**config.mk**
```make
export PLATFORM = sky130hd
export DESIGN_NAME = exp_max_sequencer_flat
export DESIGN_NICKNAME = d
export VERILOG_FILES = /design/src/rtl/exp_max_sequencer_pkg.sv /design/src/rtl/exp_max_sequencer_if.sv /design/src/rtl/exp_max_sequencer_cmp.sv /design/src/rtl/exp_max_sequencer.sv /design/src/flat_wrapper.sv
export SDC_FILE = /design/constraint.sdc
export NUM_CORES = 1
export LEC_CHECK = 0
export CAP_MARGIN = 20
export CORE_MARGIN = 3
export CORE_UTILIZATION = 54
export CTS_BUF_LIST = sky130_fd_sc_hd__clkbuf_4
export DETAILED_ROUTE_END_ITERATION = 7
export GPL_TIMING_DRIVEN = 1
export PLACE_DENSITY_LB_ADDON = 0.3
export SYNTH_ARGS = -nofsm -noshare
export SYNTH_HDL_FRONTEND = slang
export SYNTH_SLANG_ARGS = --single-unit
```
**constraint.sdc**
```tcl
create_clock -name clk -period 2.2 [get_ports clk]
set_input_delay 0.33 -clock clk [delete_from_list [all_inputs] [get_ports clk]]
set_output_delay 0.33 -clock clk [all_outputs]
set_load 0.005 [all_outputs]
```
**src/rtl/exp_max_sequencer_pkg.sv**
```systemverilog
// rtl/exp_max_sequencer_pkg.sv - shared state encoding and counter width for the block-max sequencer
package exp_sched_pkg;

   typedef enum logic {
      ACCUM = 1'b0,
      HOLD  = 1'b1
   } seq_state_t;

   localparam int CNT_W = 8;

endpackage

```
**src/rtl/exp_max_sequencer_if.sv**
```systemverilog
// rtl/exp_max_sequencer_if.sv - beat in / block-max out bundle; out_special exists only with EXP_MAX_SPECIAL_FLAG_EN
interface exp_max_sequencer_if #(
   parameter int expWidth = 4
);
   import exp_sched_pkg::*;

   logic                  in_valid;
   logic                  in_ready;
   logic [expWidth*4-1:0] in_exp;
   logic                  flush;
   logic                  out_valid;
   logic                  out_ready;
   logic [expWidth-1:0]   out_exp;
   logic [CNT_W-1:0]      out_cnt;
   logic                  busy;
`ifdef EXP_MAX_SPECIAL_FLAG_EN
   logic                  out_special;

   modport master (
      output in_valid, in_exp, flush, out_ready,
      input  in_ready, out_valid, out_exp, out_cnt, busy, out_special
   );

   modport slave (
      input  in_valid, in_exp, flush, out_ready,
      output in_ready, out_valid, out_exp, out_cnt, busy, out_special
   );
`else
   modport master (
      output in_valid, in_exp, flush, out_ready,
      input  in_ready, out_valid, out_exp, out_cnt, busy
   );

   modport slave (
      input  in_valid, in_exp, flush, out_ready,
      output in_ready, out_valid, out_exp, out_cnt, busy
   );
`endif

endinterface

```
**src/rtl/exp_max_sequencer_cmp.sv**
```systemverilog
// rtl/exp_max_sequencer_cmp.sv - exp_comparison: two-level unsigned max tree over four exponent lanes
module exp_comparison #(
   parameter int W = 4
) (
   input  logic [4*W-1:0] lanes,
   output logic [W-1:0]   max_val
);

   logic [W-1:0] l0, l1, l2, l3;
   logic [W-1:0] m01, m23;

   assign l0 = lanes[W-1:0];
   assign l1 = lanes[2*W-1:W];
   assign l2 = lanes[3*W-1:2*W];
   assign l3 = lanes[4*W-1:3*W];

   assign m01     = (l1 > l0) ? l1 : l0;
   assign m23     = (l3 > l2) ? l3 : l2;
   assign max_val = (m23 > m01) ? m23 : m01;

endmodule

```
**src/rtl/exp_max_sequencer.sv**
```systemverilog
// rtl/exp_max_sequencer.sv - accumulates per-block max exponent and holds it until consumed
// Optional out_special tracking is enabled by EXP_MAX_SPECIAL_FLAG_EN.
module exp_max_sequencer
   import exp_sched_pkg::*;
#(
   parameter int expWidth  = 4,
   parameter int BLOCK_LEN = 8
) (
   input logic                 clk,
   input logic                 rst_n,
   exp_max_sequencer_if.slave  bus
);

   localparam logic [CNT_W-1:0] LAST_BEAT = CNT_W'(BLOCK_LEN - 1);

   seq_state_t          state;
   logic [CNT_W-1:0]    cnt;
   logic [expWidth-1:0] acc;
   logic [expWidth-1:0] beat_max;
   logic [expWidth-1:0] acc_next;
   logic                in_ready_q;
   logic                out_valid_q;
   logic [expWidth-1:0] out_exp_q;
   logic [CNT_W-1:0]    out_cnt_q;
   logic                accept;
   logic                close;

   exp_comparison #(.W(expWidth)) u_beat_max (
      .lanes   (bus.in_exp),
      .max_val (beat_max)
   );

   // in_ready_q is only ever high in ACCUM, so it alone qualifies the accept
   assign accept   = bus.in_valid && in_ready_q;
   assign acc_next = (cnt == '0) ? beat_max : ((beat_max > acc) ? beat_max : acc);
   assign close    = (state == ACCUM) &&
                     ((accept && (cnt == LAST_BEAT || bus.flush)) ||
                      (!accept && bus.flush && cnt != '0));

   always_ff @(posedge clk or negedge rst_n) begin
      if (!rst_n) begin
         state       <= ACCUM;
         cnt         <= '0;
         acc         <= '0;
         in_ready_q  <= 1'b0;
         out_valid_q <= 1'b0;
         out_exp_q   <= '0;
         out_cnt_q   <= '0;
      end else begin
         case (state)
            ACCUM: begin
               in_ready_q <= 1'b1;
               if (accept) begin
                  cnt <= cnt + 1'b1;
                  acc <= acc_next;
               end
               if (close) begin
                  state       <= HOLD;
                  in_ready_q  <= 1'b0;
                  out_valid_q <= 1'b1;
                  out_exp_q   <= accept ? acc_next : acc;
                  out_cnt_q   <= accept ? cnt : cnt - 1'b1;
               end
            end
            HOLD: begin
               // ready rises on the handshake edge, so the next beat lands a cycle later
               if (bus.out_ready) begin
                  state       <= ACCUM;
                  out_valid_q <= 1'b0;
                  in_ready_q  <= 1'b1;
                  cnt         <= '0;
               end
            end
            default: state <= ACCUM;
         endcase
      end
   end

   assign bus.in_ready  = in_ready_q;
   assign bus.out_valid = out_valid_q;
   assign bus.out_exp   = out_exp_q;
   assign bus.out_cnt   = out_cnt_q;
   assign bus.busy      = (state == HOLD) || (cnt != '0);

`ifdef EXP_MAX_SPECIAL_FLAG_EN
   logic spec_acc;
   logic beat_special;
   logic spec_next;
   logic out_special_q;

   // all-ones exponent marks Inf/NaN in any lane
   always_comb begin
      beat_special = 1'b0;
      for (int k = 0; k < 4; k++) begin
         if (bus.in_exp[k*expWidth +: expWidth] == {expWidth{1'b1}}) begin
            beat_special = 1'b1;
         end
      end
   end

   assign spec_next = (cnt == '0) ? beat_special : (spec_acc || beat_special);

   always_ff @(posedge clk or negedge rst_n) begin
      if (!rst_n) begin
         spec_acc      <= 1'b0;
         out_special_q <= 1'b0;
      end else if (state == ACCUM) begin
         if (accept) begin
            spec_acc <= spec_next;
         end
         if (close) begin
            out_special_q <= accept ? spec_next : spec_acc;
         end
      end
   end

   assign bus.out_special = out_special_q;
`endif

endmodule

```
**src/flat_wrapper.sv**
```systemverilog
// flat-port wrapper written by rule: the top's interface ports become plain ports
module exp_max_sequencer_flat import exp_sched_pkg::*;
#(
   parameter int expWidth  = 4,
   parameter int BLOCK_LEN = 8
)
  (clk, rst_n, bus_in_valid, bus_in_exp, bus_flush, bus_out_ready, bus_in_ready, bus_out_valid, bus_out_exp, bus_out_cnt, bus_busy);
  exp_max_sequencer_if #(.expWidth(expWidth)) bus_i ();
  input logic clk;
  input logic rst_n;
  input wire logic [$bits(bus_i.in_valid)-1:0] bus_in_valid;
  input wire logic [$bits(bus_i.in_exp)-1:0] bus_in_exp;
  input wire logic [$bits(bus_i.flush)-1:0] bus_flush;
  input wire logic [$bits(bus_i.out_ready)-1:0] bus_out_ready;
  output wire logic [$bits(bus_i.in_ready)-1:0] bus_in_ready;
  output wire logic [$bits(bus_i.out_valid)-1:0] bus_out_valid;
  output wire logic [$bits(bus_i.out_exp)-1:0] bus_out_exp;
  output wire logic [$bits(bus_i.out_cnt)-1:0] bus_out_cnt;
  output wire logic [$bits(bus_i.busy)-1:0] bus_busy;
  assign bus_i.in_valid = bus_in_valid;
  assign bus_i.in_exp = bus_in_exp;
  assign bus_i.flush = bus_flush;
  assign bus_i.out_ready = bus_out_ready;
  assign bus_in_ready = bus_i.in_ready;
  assign bus_out_valid = bus_i.out_valid;
  assign bus_out_exp = bus_i.out_exp;
  assign bus_out_cnt = bus_i.out_cnt;
  assign bus_busy = bus_i.busy;
  exp_max_sequencer #(.expWidth(expWidth), .BLOCK_LEN(BLOCK_LEN)) u_core (.clk(clk), .rst_n(rst_n), .bus(bus_i));
endmodule
```
== After elaboration in Yosys (flattened, before gate mapping) ==
Index checks and enable logic that the tools add are counted.
Storage, ports and cells
  flip-flop bits (word level): 27
  logic and storage cells: 51
  output and inout port bits: 15
Cells by class
  reductions and logical operators: 14
  bitwise operators: 1
  equality and inequality tests: 4
  order comparisons: 4
  mux-type cells: 19
  add/subtract/negate cells: 2
Operators by type and width (count)
  $mux W4: 6
  $mux W8: 3
  $gt A4 B4 Y1: 4
  $pmux W8 S2: 1
  $add A8 B1 Y8 const B: 1
  $eq A8 B3 Y1 const B: 1
  $logic_not A8 Y1: 1
  $reduce_bool A8 Y1: 1
  $sub A8 B1 Y8 const B: 1
  $mux W1: 6
  $pmux W1 S2: 3
  $reduce_and A2 Y1: 3
  $logic_and A1 B1 Y1: 5
  $ne A2 B1 Y1 const B: 2
  $logic_or A1 B1 Y1: 3
  $ne A2 B2 Y1 const B: 1
  $logic_not A1 Y1: 1
  $not A1 Y1: 1

== Logic depth before layout (Yosys ltp) ==
  word-level depth: 8
  mapped depth: 20
  depth with buffers taken out: 20

== By module ==
A second synthesis with hierarchy kept.
Unflattened totals
  cells, all modules: 210
  area total of the unflattened synthesis: 2047.0 um2
By module, submodules not included
  exp_max_sequencer: times used 1, sequential area each 675.6 um2, cells an instance 159, area an instance 1589.0 um2
  exp_comparison: times used 1, sequential area each 0.0 um2, cells an instance 51, area an instance 457.9 um2

== Least setup slack after synthesis ==
No wires, ideal clock.
  path type: input-to-reg
  from: input bus_in_exp[10]
  to: register u_core.acc[0]
  data arrival time: 3.792 ns
  setup time: 0.079 ns
  stages: 19
  setup slack: -1.671 ns
  cell sequence: inv_1 -> ha_1 -> o21ai_0 -> a21oi_1 -> o21ai_1 -> mux2i_1 -> inv_1 -> ha_1 -> and4_1 -> a21oi_1 -> inv_1 -> mux2_2 -> inv_1 -> ha_1 -> nand2_1 -> o21ai_0 -> a21oi_1 -> nor3_1 -> mux2i_1
Between the ends
  longest elaborated chain between the ends: 8
RTL lines
  start: declaration: line flat_wrapper.sv:12  | input wire logic [$bits(bus_i.in_exp)-1:0] bus_in_exp;
  $gt A4 B4 Y1: line exp_max_sequencer_cmp.sv:18  | assign m23 = (l3 > l2) ? l3 : l2;
  $mux W4 (*): line exp_max_sequencer_cmp.sv:18
  $gt A4 B4 Y1: line exp_max_sequencer_cmp.sv:19  | assign max_val = (m23 > m01) ? m23 : m01;
  $mux W4 (*): line exp_max_sequencer_cmp.sv:19
  $gt A4 B4 Y1: line exp_max_sequencer.sv:35  | assign acc_next = (cnt == '0) ? beat_max : ((beat_max > acc) ? beat_max : acc);
  $mux W4: line exp_max_sequencer.sv:35
  $mux W4 (*): line exp_max_sequencer.sv:35
  $mux W4 (*)
  end signal: assignment: line exp_max_sequencer.sv:55  | acc <= acc_next;
  end: declaration: line exp_max_sequencer.sv:18  | logic [expWidth-1:0] acc;
Every way passes the cells marked *; elsewhere a longest branch is shown, timed or not.
A chain may end at the register's enable or synchronous reset.

== Worst setup path after layout ==
  from: input bus_in_exp[10]
  to: register u_core.out_exp_q[3] (netlist: u_core.bus.out_exp[3])
Between the ends
  longest elaborated chain between the ends: 8
RTL lines
  $gt A4 B4 Y1: line exp_max_sequencer_cmp.sv:18
  $mux W4 (*): line exp_max_sequencer_cmp.sv:18
  $gt A4 B4 Y1: line exp_max_sequencer_cmp.sv:19
  $mux W4 (*): line exp_max_sequencer_cmp.sv:19
  $gt A4 B4 Y1: line exp_max_sequencer.sv:35
  $mux W4: line exp_max_sequencer.sv:35
  $mux W4 (*): line exp_max_sequencer.sv:35
  $mux W4 (*): line exp_max_sequencer.sv:61  | out_exp_q <= accept ? acc_next : acc;
  end signal: assignment: line exp_max_sequencer.sv:61
  end: declaration: line exp_max_sequencer.sv:23  | logic [expWidth-1:0] out_exp_q;
Marks and branches as above.

==> impl_metrics.env <==
export IMPL_outcome="finished, violations left"
export IMPL_violations="setup timing"
export IMPL_via_per_inst=6.04
export IMPL_dr_pass1_iters=7
export IMPL_syn_inst=208
export IMPL_drv_slew=0
export IMPL_clock_root_buffer="clkbuf_4"
export IMPL_dieWidth_um=64.9
export IMPL_grt_ovfl_total=0
export IMPL_final_hold_viol_count=0
export IMPL_fillCellCount=155
export IMPL_timing_final_ws_setup_ns=-1.32
export IMPL_die_h_um=64.9
export IMPL_die_area_mm2=0.00421
export IMPL_drt_initial_drc_count=195
export IMPL_comb_power_share_pct=62.8
export IMPL_area_growth_pct=48.6
export IMPL_worstSetupStartpointType="input port"
export IMPL_holdWs_ns=0.338
export IMPL_power_frac_clock_pct=7.6
export IMPL_synth_area_top_cells="dfrtp_1, ha_1, mux2i_1"
export IMPL_ios=36
export IMPL_switching_power_mw=1.24
export IMPL_finalClockSkew_ns=0.00984
export IMPL_fmax_mhz=284
export IMPL_worstPathArrival_ns=3.79
export IMPL_worst_pin_slew_ns=0.446
export IMPL_grt_max_degree=28
export IMPL_drc=0
export IMPL_peakVddDrop_mv=0.786
export IMPL_wl_mm=5.90
export IMPL_synth_distinct_cells=36
export IMPL_seqPwrFrac_pct=29.6
export IMPL_vias=1878
export IMPL_wl_per_cell_um=19.0
export IMPL_core_area_mm2=0.00318
export IMPL_grt_pass1_wl_mm=8.18
export IMPL_maxCapViolCount=0
export IMPL_yosys_area_top_type="dfrtp_1"
export IMPL_synth_area_mm2=0.00187
export IMPL_gp_congestion=0.872
export IMPL_cts_tree="built"
export IMPL_cts_sinks=27
export IMPL_hold_path_class="in2async"
export IMPL_synth_edf_count=0
export IMPL_core_rowCount=20
export IMPL_yosysWarnings=0
export IMPL_power_per_cell_area_mw_per_mm2=1050
export IMPL_htree_levels=1
export IMPL_p_leak_nw=1.25
export IMPL_worstPathMaxFanout=4
export IMPL_fin_crit_sh_pct=160
export IMPL_grt_pass1_vias=1741
export IMPL_clk_transition_reported_paths_ns=0.15
export IMPL_numCtsBuffers=3
export IMPL_cts_buffer_depth=2
export IMPL_synthArstFlopShare_pct=100
export IMPL_fin_nets=307
export IMPL_synth_sequential_area_ratio_pct=36.1
export IMPL_synth_flop_cell="dfrtp_1"
export IMPL_postLayoutCoreUtil_pct=87.5
export IMPL_crit_required_ns=2.47
export IMPL_max_slew_margin_rel_pct=70.2
export IMPL_rsz0062_at_grt="yes"
export IMPL_insertedDiodeCount=0
export IMPL_synth_nets=247
export IMPL_ys_ff_latch=27
export IMPL_numPortBuffers=35
export IMPL_dp_hpwl_mm=3.49
export IMPL_crit_path_end_kind="flop"
export IMPL_start_util_pct=58.9
export IMPL_yosys_top_cells_count="nand2_1, dfrtp_1, inv_1, ha_1, o21ai_0"
export IMPL_insertion_delay_ns=0.34
export IMPL_synth_most_common_cell="nand2_1"
export IMPL_synth_top_area_share_pct=36.1
export IMPL_grt_usage_pct=24.9
export IMPL_internal_power_mw=1.68
export IMPL_syn_area_per_cell_um2=8.99
export IMPL_setup_viol=8
export IMPL_antenna_left=0
export IMPL_layout_drive_gt1_share_pct=41.9
export IMPL_crit_type="in2reg"
export IMPL_antenna_found_initial=0
export IMPL_period_minus_slack_ns=3.52
export IMPL_swShare_pct=42.5
registers in the layout, summed over array words and instances, names as in the netlist:
signal,count
u_core.bus.in_ready,1
u_core.bus.out_exp,4
u_core.bus.out_cnt,8
u_core.state,1
u_core.acc,4
u_core.bus.out_valid,1
u_core.cnt,8
final timing paths:
| kind | endpoint | depth (start not counted) | from | slack (ns) |
|---|---|---|---|---|
| worst max-delay path | u_core.bus.out_exp[3] | 22 | bus_in_exp[10] | -1.32 |
| worst min-delay path | u_core.bus.out_exp[2] | 2 | rst_n | 0.34 |
| worst max register to register | u_core.bus.out_exp[3] | 7 | u_core.cnt[0] | 0.12 |
| worst min register to register | u_core.bus.out_cnt[7] | 2 | u_core.bus.out_cnt[7] | 0.52 |
| max in group asynchronous | u_core.cnt[0] | 2 | rst_n | 1.59 |
| min in group clk | u_core.bus.out_cnt[7] | 2 | u_core.bus.out_cnt[7] | 0.52 |
cell usage in the layout, fill, tap and decap left out, types with 8 or more instances in the layout:
cell and instances:
buf_4 27, ha_4 13, mux2i_1 8, dfrtp_1 23, nand2_1 31, inv_1 10, nor2_1 8, clkdlybuf4s50_1 18
o21ai_0 13, inv_2 11
cell type report:
class	instances	area [µm²]	area share, %
well taps	44	55.1	1.98
repair buffers	63	513	18.5
multi-input cells	150	1410	50.7
flip-flops and latches	27	681	24.5
clock inverters	1	7.51	0.270
inverters	23	91.3	3.29
clock buffers	3	22.5	0.810
logic make-up (layout without fill, tap and decap cells):
kind of cell               Yosys count  in the layout  synth area share [%]
DFF                                 27             27                  36.1
and+or+nand+nor                     66             66                  17.7
adders and majority gates           18             18                  12.0
xor gates and xnor gates             6              6                  2.81
muxes                               20             20                  11.0
buffers and inverters               31             90                  6.89
AOI/OAI and AO/OA                   40             40                  13.4
repair_timing:
action / CTS / global route
setup buffers: 6 / 3
hold endpoints to repair: 0 / 0
gates cloned: 0 / 0
pin swaps: 29 / 13
gates resized for setup: 75 / 34
hold buffers: 0 / 0
endpoints found under the setup margin: 9 / 9
per-layer routing:
layer | part of all wire [%] | global-route usage [%] | up-vias | wire length, µm
met3 | 7.7 | 3.29 | 22 | 454
met5 | 0 | 0 | - | 0
li1 | - | - | 846 | -
met4 | 3.6 | 5.28 | 0 | 210
met1 | 37 | 31.8 | 894 | 2200
met2 | 51 | 44.4 | 116 | 3030
power by group through the flow:
stage / clock, mW / combinational, mW / sequential, mW
after floorplan: 0 / 0.916 / 0.813
after global placement: 0 / 1.45 / 0.847
after detailed placement: 0 / 1.51 / 0.862
after CTS: 0.219 / 1.64 / 0.833
after global routing: 0.244 / 1.97 / 0.884
final: 0.222 / 1.83 / 0.863
through the flow:
| step | cell area, µm² | setup WS (ns) | instances | TNS [ns] | power, mW |
|---|---|---|---|---|---|
| 6_report | 2780 | -1.32 | 311 | -10.35 | 2.92 |
| 5_1_grt | 2780 | -1.46 | 311 | -11.43 | 3.10 |
| 4_1_cts | 2650 | -1.18 | 308 | -9.00 | 2.69 |
| 3_5_place_dp | 2490 | -2.19 | 298 | -17.34 | 2.37 |
| 3_3_place_gp | 2490 | -2.06 | 298 | -16.27 | 2.30 |
| 2_1_floorplan | 1990 | -1.30 | 208 | -10.12 | 1.73 |
worst max-delay path, cell delays in order:
cell      delay (ns)
buf_8           0.10
inv_4           0.05
ha_4            0.20
o21ai_4         0.14
a21oi_4         0.06
o21ai_4         0.23
mux2i_2         0.32
inv_2           0.09
ha_4            0.28
nor2b_4         0.13
o211ai_1        0.11
a21oi_2         0.20
inv_2           0.08
mux2_4          0.31
inv_2           0.07
ha_4            0.20
a21oi_2         0.10
o21ai_1         0.08
a21oi_2         0.30
buf_4           0.19
o211ai_1        0.12
o211ai_2        0.08
No activity file was read; power rests on OpenSTA's default activity.
